--- src/rtl/noc_inject_arbiter.sv ---
// noc_inject_arbiter
//   Shares one router injection port among N_REQ local requesters.
//   Arbitration is round-robin and packet-atomic: once a requester's first
//   flit is taken, only that requester may inject until it delivers the flit
//   marked last. The chosen flit is held in a single output register until
//   the router acknowledges it. A watchdog flags a flit that waits too long.
//
// Handshakes:
//   Requester side: requester i presents req_valid[i]/req_flit/req_last and
//   holds them stable. The flit is taken at the clock edge in a cycle where
//   req_ready[i]=1. req_ready is combinational and one-hot, and it never
//   asserts without a capture.
//   Router side: inj_flit[FLIT_W-1] is the valid flag. The router consumes the
//   held flit at an edge where inj_ack=1. A new flit may be captured at that
//   same edge. inj_ack is ignored while nothing is held.
//
// Ports:
//   clk, rst_n  clock, asynchronous active-low reset
//   req_valid   [N_REQ]          requester i presents a flit
//   req_flit    [N_REQ*FLIT_W]   flit i at [i*FLIT_W +: FLIT_W] (valid bit ignored)
//   req_last    [N_REQ]          presented flit closes its packet
//   req_ready   [N_REQ]          one-hot capture strobe (combinational)
//   inj_flit    [FLIT_W]         registered flit to the router
//   inj_ack                      router consumes inj_flit this edge
//   grant_id    [GID_W]          owner of the held flit / locked packet
//   busy                         a flit is held (FSM state HOLD)
//   stall                        sticky watchdog flag, cleared by inj_ack
module noc_inject_arbiter #(
  parameter int N_REQ   = 4,
  parameter int FLIT_W  = 17,
  parameter int GID_W   = 2,
  parameter int TIMEOUT = 255
) (
  input  logic                      clk,
  input  logic                      rst_n,
  input  logic [N_REQ-1:0]          req_valid,
  input  logic [N_REQ*FLIT_W-1:0]   req_flit,
  input  logic [N_REQ-1:0]          req_last,
  output logic [N_REQ-1:0]          req_ready,
  output logic [FLIT_W-1:0]         inj_flit,
  input  logic                      inj_ack,
  output logic [GID_W-1:0]          grant_id,
  output logic                      busy,
  output logic                      stall
);

  typedef enum logic {
    IDLE = 1'b0,
    HOLD = 1'b1
  } state_t;

  state_t              state;
  state_t              state_nxt;
  logic                lock;
  logic [GID_W-1:0]    rr_ptr;
  logic [7:0]          wait_cnt;

  logic                cap_opp;
  logic                found;
  logic                capture;
  logic [GID_W-1:0]    sel;
  logic [FLIT_W-2:0]   sel_payload;
  logic                sel_last;

  // The per-requester valid bits of req_flit carry no meaning here.
  logic [N_REQ-1:0]    unused_flit_valid;

  always_comb begin
    for (int i = 0; i < N_REQ; i++) begin
      unused_flit_valid[i] = req_flit[i*FLIT_W + FLIT_W - 1];
    end
  end

  // A capture can happen when the output register is empty or being emptied.
  assign cap_opp = (state == IDLE) || inj_ack;

  // Selection. While a packet is locked only its owner is eligible.
  // Otherwise scan rr_ptr+N_REQ down to rr_ptr+1 so the last hit written is
  // the first requester in round-robin order after rr_ptr.
  always_comb begin
    int idx;
    idx   = 0;
    found = 1'b0;
    sel   = '0;
    if (lock) begin
      if (req_valid[grant_id]) begin
        found = 1'b1;
        sel   = grant_id;
      end
    end else begin
      for (int k = N_REQ; k >= 1; k--) begin
        idx = (int'(rr_ptr) + k) % N_REQ;
        if (req_valid[idx]) begin
          found = 1'b1;
          sel   = GID_W'(idx);
        end
      end
    end
  end

  assign capture = cap_opp && found;

  always_comb begin
    sel_payload = '0;
    sel_last    = 1'b0;
    req_ready   = '0;
    for (int i = 0; i < N_REQ; i++) begin
      if (int'(sel) == i) begin
        sel_payload  = req_flit[i*FLIT_W +: FLIT_W-1];
        sel_last     = req_last[i];
        req_ready[i] = capture;
      end
    end
  end

  // FSM: state register
  always_ff @(posedge clk or negedge rst_n) begin
    if (!rst_n) begin
      state <= IDLE;
    end else begin
      state <= state_nxt;
    end
  end

  // FSM: next state
  always_comb begin
    state_nxt = state;
    if (capture) begin
      state_nxt = HOLD;
    end else if ((state == HOLD) && inj_ack) begin
      state_nxt = IDLE;
    end
  end

  assign busy = (state == HOLD);

  // Output register, packet lock and round-robin pointer.
  // rr_ptr only advances at packet end, so a locked packet never disturbs
  // the fairness order. grant_id is kept while IDLE so a locked owner
  // stays identified across gaps in its packet.
  always_ff @(posedge clk or negedge rst_n) begin
    if (!rst_n) begin
      inj_flit <= '0;
      grant_id <= '0;
      lock     <= 1'b0;
      rr_ptr   <= GID_W'(N_REQ-1);
    end else if (capture) begin
      inj_flit <= {1'b1, sel_payload};
      grant_id <= sel;
      lock     <= ~sel_last;
      if (sel_last) begin
        rr_ptr <= sel;
      end
    end else if ((state == HOLD) && inj_ack) begin
      inj_flit <= '0;
    end
  end

  // Watchdog. wait_cnt counts HOLD cycles without ack and saturates.
  // stall is set at the edge that closes the TIMEOUT-th waiting cycle.
  always_ff @(posedge clk or negedge rst_n) begin
    if (!rst_n) begin
      wait_cnt <= '0;
      stall    <= 1'b0;
    end else if (state == HOLD) begin
      if (inj_ack) begin
        wait_cnt <= '0;
        stall    <= 1'b0;
      end else begin
        if (wait_cnt != 8'(TIMEOUT)) begin
          wait_cnt <= wait_cnt + 8'd1;
        end
        if (wait_cnt >= 8'(TIMEOUT-1)) begin
          stall <= 1'b1;
        end
      end
    end
  end

endmodule

--- config.mk ---
export PLATFORM = sky130hd
export DESIGN_NAME = noc_inject_arbiter
export DESIGN_NICKNAME = d
export VERILOG_FILES = /design/src/rtl/noc_inject_arbiter.sv
export SDC_FILE = /design/constraint.sdc
export NUM_CORES = 1
export LEC_CHECK = 0
export ABC_AREA = 0
export CORE_MARGIN = 2
export CORE_UTILIZATION = 42
export CTS_BUF_LIST = sky130_fd_sc_hd__clkbuf_16
export CTS_CLUSTER_DIAMETER = 50
export DETAILED_ROUTE_END_ITERATION = 12
export PLACE_DENSITY = 0.83
export SYNTH_ARGS = -nofsm -noshare
export SYNTH_HDL_FRONTEND = slang
export SYNTH_SLANG_ARGS = --single-unit
--- constraint.sdc ---
create_clock -name clk -period 4.5 [get_ports clk]
set_input_delay 0.45 -clock clk [delete_from_list [all_inputs] [get_ports clk]]
set_output_delay 0.45 -clock clk [all_outputs]
set_load 0.02 [all_outputs]
# Word-level counts from Yosys, hierarchy flattened

Index checks and enable logic that the tools add are counted.

Output and inout port bits: 25
Register bits: 32
Word-level logic and storage cells: 88
Bits of input ports: 79

Bitwise operators: 6
Reductions and logical operators: 14
Muxes and demuxes: 46
Equality and inequality tests: 4
Add/subtract/negate cells: 5
Magnitude comparators: 6

Operators with widths:

| operator                                                                     | number |
|---|---|
| 16-bit 2-to-1 mux                                                            | 4 |
| 17-bit 2-to-1 mux                                                            | 2 |
| 1-bit 2-to-1 mux                                                             | 27 |
| 3-bit by 4-bit less-than comparator with 1-bit output, second input constant | 4 |
| 8-bit 2-to-1 mux                                                             | 2 |
| 2-bit 2-to-1 mux                                                             | 6 |
| 1-bit binary-select mux with 2-bit select                                    | 5 |
| 8-bit by 1-bit adder with 8-bit output, second input constant                | 1 |
| 8-bit greater-or-equal comparator, second input constant                     | 1 |
| 8-bit != test, second input constant                                         | 1 |
| 2-bit OR reduction                                                           | 4 |
| 2-bit AND reduction                                                          | 3 |
| 2-bit nonzero test                                                           | 3 |
| 2-bit by 1-bit adder with 2-bit output, second input constant                | 2 |
| 2-bit adder, second input constant                                           | 2 |
| 1-bit AND, first input constant                                              | 4 |
| 2-bit equality test, second input constant                                   | 2 |
| 2-bit by 3-bit less-than comparator with 1-bit output, second input constant | 1 |
| 2-bit by 1-bit equality test with 1-bit output, second input constant        | 1 |
| 1-bit logical AND                                                            | 2 |
| 2-bit zero test                                                              | 1 |
| 1-bit inverter                                                               | 2 |
| 1-bit logical OR                                                             | 1 |

# Logic depth before layout (Yosys ltp)

Word-level depth: 17
Gate-level depth with buffers: 9
Mapped depth without buffers: 7

# Worst setup path after synthesis

Ideal clock, no wire load.

Path type: register to output
Start point: register rr_ptr[1]
End point: output port req_ready[0]
Buffers on the path: 3
Cell stages (with the launch flop): 9
Required time: 4.050 ns
Data arrival time: 1.938 ns
Slack: 2.112 ns
Path through: dfstp_2 > buf_2 > mux2i_1 > o221ai_1 > a22o_1 > buf_2 > nand2b_1 > buf_2 > nor2_1

Longest elaborated chain between the ends: 11
Elaborated cells between the ends (all ways): 29
Classes of those cells: 4 x add/sub; 23 x mux; 2 x reduce/logical

Ends and longest elaborated chain:

| element                                                            | line     | source |
|---|---|---|
| start: declaration                                                 | 55       | `logic [GID_W-1:0] rr_ptr;` |
| start signal: assignment                                           | 146      | `rr_ptr <= GID_W'(N_REQ-1);` |
| start signal: assignment                                           | 152      | `rr_ptr <= sel;` |
| 2-bit by 1-bit adder with 2-bit output                             | 92       | `idx = (int'(rr_ptr) + k) % N_REQ;` |
| 1-bit binary-select mux with 2-bit select                          | 93       | `if (req_valid[idx]) begin` |
| 1-bit 2-to-1 mux (implied by the code) (2 in series)               | 93       |  |
| 2-bit 2-to-1 mux or 1-bit 2-to-1 mux (tied branches) (4 in series) | 93       |  |
| 2-bit 2-to-1 mux or 1-bit 2-to-1 mux (tied branches)               | 85       | `if (lock) begin` |
| 2-bit zero test or 1-bit logical AND (tied branches)               | 108, 101 |  |
| 1-bit 2-to-1 mux *                                                 | 108      | `if (int'(sel) == i) begin` |
| end: declaration                                                   | 39       | `output logic [N_REQ-1:0] req_ready,` |

Mark *: on every way between the ends. The rest lies on a longest branch, timed or not. The select of a mux whose other input is x is not followed.

# Final worst setup path

Start point: input port req_valid[2]
End point: output port req_ready[2]

Longest elaborated chain between the ends: 10
Elaborated cells between the ends (all ways): 29
Classes of those cells: 1 x eq/ne; 27 x mux; 1 x reduce/logical

Ends and longest elaborated chain:

| element                                                            | line     | source |
|---|---|---|
| start: declaration                                                 | 36       | `input logic [N_REQ-1:0] req_valid,` |
| 1-bit binary-select mux with 2-bit select                          | 93       |  |
| 1-bit 2-to-1 mux (implied by the code) (2 in series)               | 93       |  |
| 2-bit 2-to-1 mux or 1-bit 2-to-1 mux (tied branches) (4 in series) | 93       |  |
| 2-bit 2-to-1 mux or 1-bit 2-to-1 mux (tied branches)               | 85       |  |
| 2-bit equality test or 1-bit logical AND (tied branches)           | 108, 101 |  |
| 1-bit 2-to-1 mux *                                                 | 108      |  |

Marks and branches as above.

==> metrics.csv <==
metric,value,unit
critical_path_required,4050,ps
reg2reg_slack,1750,ps
grt_pass1_vias,1948,
start_util,0.440,
finalCoreUtilization,0.698,
die_h,72.0,um
wirelength,5660,um
clk_latency,280,ps
yosysTopAreaCell,dfrtp_1,
leakagePower,1.35,nW
status,"complete, no violations",
ctsResizeCount,0,
clkPwrFrac,0.164,
slew_viol_final,0,
power_switching,0.000761,W
swShare,0.408,
holdPathStages,2,
crit_fanout,12,
ff2ff_path_depth,8,
area_delta_synth_final,58.8,%
drtIter0Drc,108,
first_pass_iters,4,
relSlewSlack,0.659,
globalplace.congestion,0.821,
hold_violations,0,
syn_avg_cell_area,9.76,sq um
hold_start,inj_flit[3],
power.internal,0.00111,W
powerDensity,605,nW/um^2
core-area,4410,sq um
cts_inserted_buffers,5,
detail-route-antenna-nets,0,
path_clk_slew,50,ps
setup_tns,0,ps
drc,0,
syn-cell-area,1940,sq um
yosys-top-cells-area,"dfrtp_1 (37%), mux2i_1 (18%), o221ai_1 (8.1%), nand2_1 (4.6%), dfstp_2 (2.7%)",
clockBufferDepth,2,
cts-root-buf,clkbuf_16,
endpoint_kind,output pin,
setup_viol,0,
routedWlPerCell,16.3,um
cts_hold_buf,0,
ys_seq_elements,31,
cts_setup_buffers,0,
track_usage,0.229,
vias,1928,
tightest_slew,511,ps
grt_setup_unrepaired,no,
synth_flop_cell,dfrtp_1,
via_per_inst,5.54,
grt_pass1_wl,9290,um
io_pins,104,
ir_worst_vdd,326,uV
grt-ovfl-total,0,
place_hpwl,4340,um
seq_area_frac_synth,0.401,
pwr-share-comb,0.571,
finalClockSkew,6.31,ps
period_share,0.794,
critPathLaunchType,input pin,
grt_antenna_before_repair,0,
drive_gt1_frac,0.0507,
antenna_cells,0,
yosysUniqueCellTypes,41,
maxCapViolCount,0,
hold-path-endpoint,inj_flit[3],
post-route-cell-area,3080,sq um
cts_tree,done,
async_flop_share,1.00,
fin_crit,3580,ps
synth_top_area_share,0.374,
clock_sinks,31,
min_path_type,flip-flop to flip-flop,
numPortBuffers,99,
final_nets,376,
dieArea,5180,sq um
rows,24,
pwr-share-seq,0.265,
grt_max_degree,32,
placement.cell_area,2950,sq um
yosysWarnings,0,
postSynthCellCount,199,
arrival,3130,ps
rr_endpoint,rr_ptr[0],
r2r_start,rr_ptr[0],
synth_edf_count,0,
path_class,input pin to output pin,
die_x,72.0,um
max_clock_freq,280,MHz
synth_fp_nets,280,
cts-htree-levels,2,
-- cell families after synthesis --
| group | synth area share |
|---|---|
| muxes | 0.200 |
| adders and majority gates | 0.0129 |
| AOI/OAI and AO/OA | 0.182 |
| DFF | 0.401 |
| xor gates and xnor gates | 0.0180 |
| and+or+nand+nor | 0.135 |
| buffers and inverters | 0.0515 |
-- stage by stage --
step	power, W	setup WS [ps]	hold WS (ps)	instances
2_1_floorplan	0.00120	2110	154	199
3_3_place_gp	0.00153	1000	469	340
3_5_place_dp	0.00157	955	477	340
4_1_cts	0.00188	916	488	348
5_1_grt	0.00200	714	524	348
6_report	0.00187	925	484	348
-- routing by layer --
layer | routed length, um | vias to the layer above | global-route usage
met5 | 0 | - | 0
met4 | 146 | 0 | 0.0943
met3 | 344 | 12 | 0.0667
met2 | 2940 | 65 | 0.382
met1 | 2230 | 927 | 0.277
li1 | - | 924 | -
-- area by class of cell --
class / instances / area [sq um]
fill: 348 / 1330
multi-input combinational: 149 / 1060
tap: 52 / 65.1
sequential: 31 / 778
clock inverter: 3 / 11.3
inverter: 5 / 18.8
timing repair buffer: 103 / 1020
clock buffer: 5 / 125
-- flip-flops by register name, summed over array words and instances, names as in the netlist --
| signal | flops |
|---|---|
| busy | 1 |
| grant_id | 2 |
| inj_flit | 16 |
| lock | 1 |
| rr_ptr | 2 |
| stall | 1 |
| wait_cnt | 8 |
-- Yosys cell counts, types with 2 or more instances --
cell type and count:
dfrtp_1 29, o21ai_0 5, xor2_1 3, buf_2 4
mux2i_1 35, clkbuf_1 4, nand2b_1 8, inv_1 5
o221ai_1 18, nor2_1 11, nand2_1 24, o21a_1 5
a21oi_1 9, and3_1 3, nand3_1 3, ha_1 2
mux2_1 2, buf_4 4, dfstp_2 2, nor3_1 2
-- how the worst max path moves through the flow --
| stage | startpoint | endpoint | slack, ps | cells after the start |
|---|---|---|---|---|
| 5_1_grt | req_valid[2] | req_ready[2] | 710 | 8 |
| 3_5_place_dp | req_valid[2] | req_ready[2] | 950 | 8 |
| 4_1_cts | req_valid[2] | req_ready[2] | 920 | 8 |
| 3_3_place_gp | req_valid[3] | req_ready[2] | 1000 | 8 |
| 2_1_floorplan | rr_ptr[1] | req_ready[0] | 2110 | 8 |
| 6_report | req_valid[2] | req_ready[2] | 920 | 8 |
-- power groups by stage --
stage	Sequential [W]	Clock [W]	Combinational, W
6_report	0.000494	0.000307	0.00107
3_5_place_dp	0.000495	0	0.00107
3_3_place_gp	0.000488	0	0.00105
5_1_grt	0.000512	0.000328	0.00116
2_1_floorplan	0.000549	0	0.000653
4_1_cts	0.000493	0.000311	0.00108
-- cells in the final DEF, fill, tap and decap left out, drive strengths merged, types with 4 or more instances in the layout --
cell	Yosys	routed
a21oi	9	9
buf	9	4
clkbuf	5	5
clkdlybuf4s50	0	99
dfrtp	29	29
inv	5	8
mux2i	35	35
nand2	24	24
nand2b	8	8
nor2	11	11
o21a	5	5
o21ai	6	6
o221ai	18	18
-- worst max-delay path: stages --
cell	delay [ps]
clkdlybuf4s50_1	610
mux2i_1	170
o22ai_1	210
o21bai_1	190
and2_1	340
nand2b_1	350
nor2_1	180
clkdlybuf4s50_1	620
Note: power is estimated with default switching activity, not from simulation.
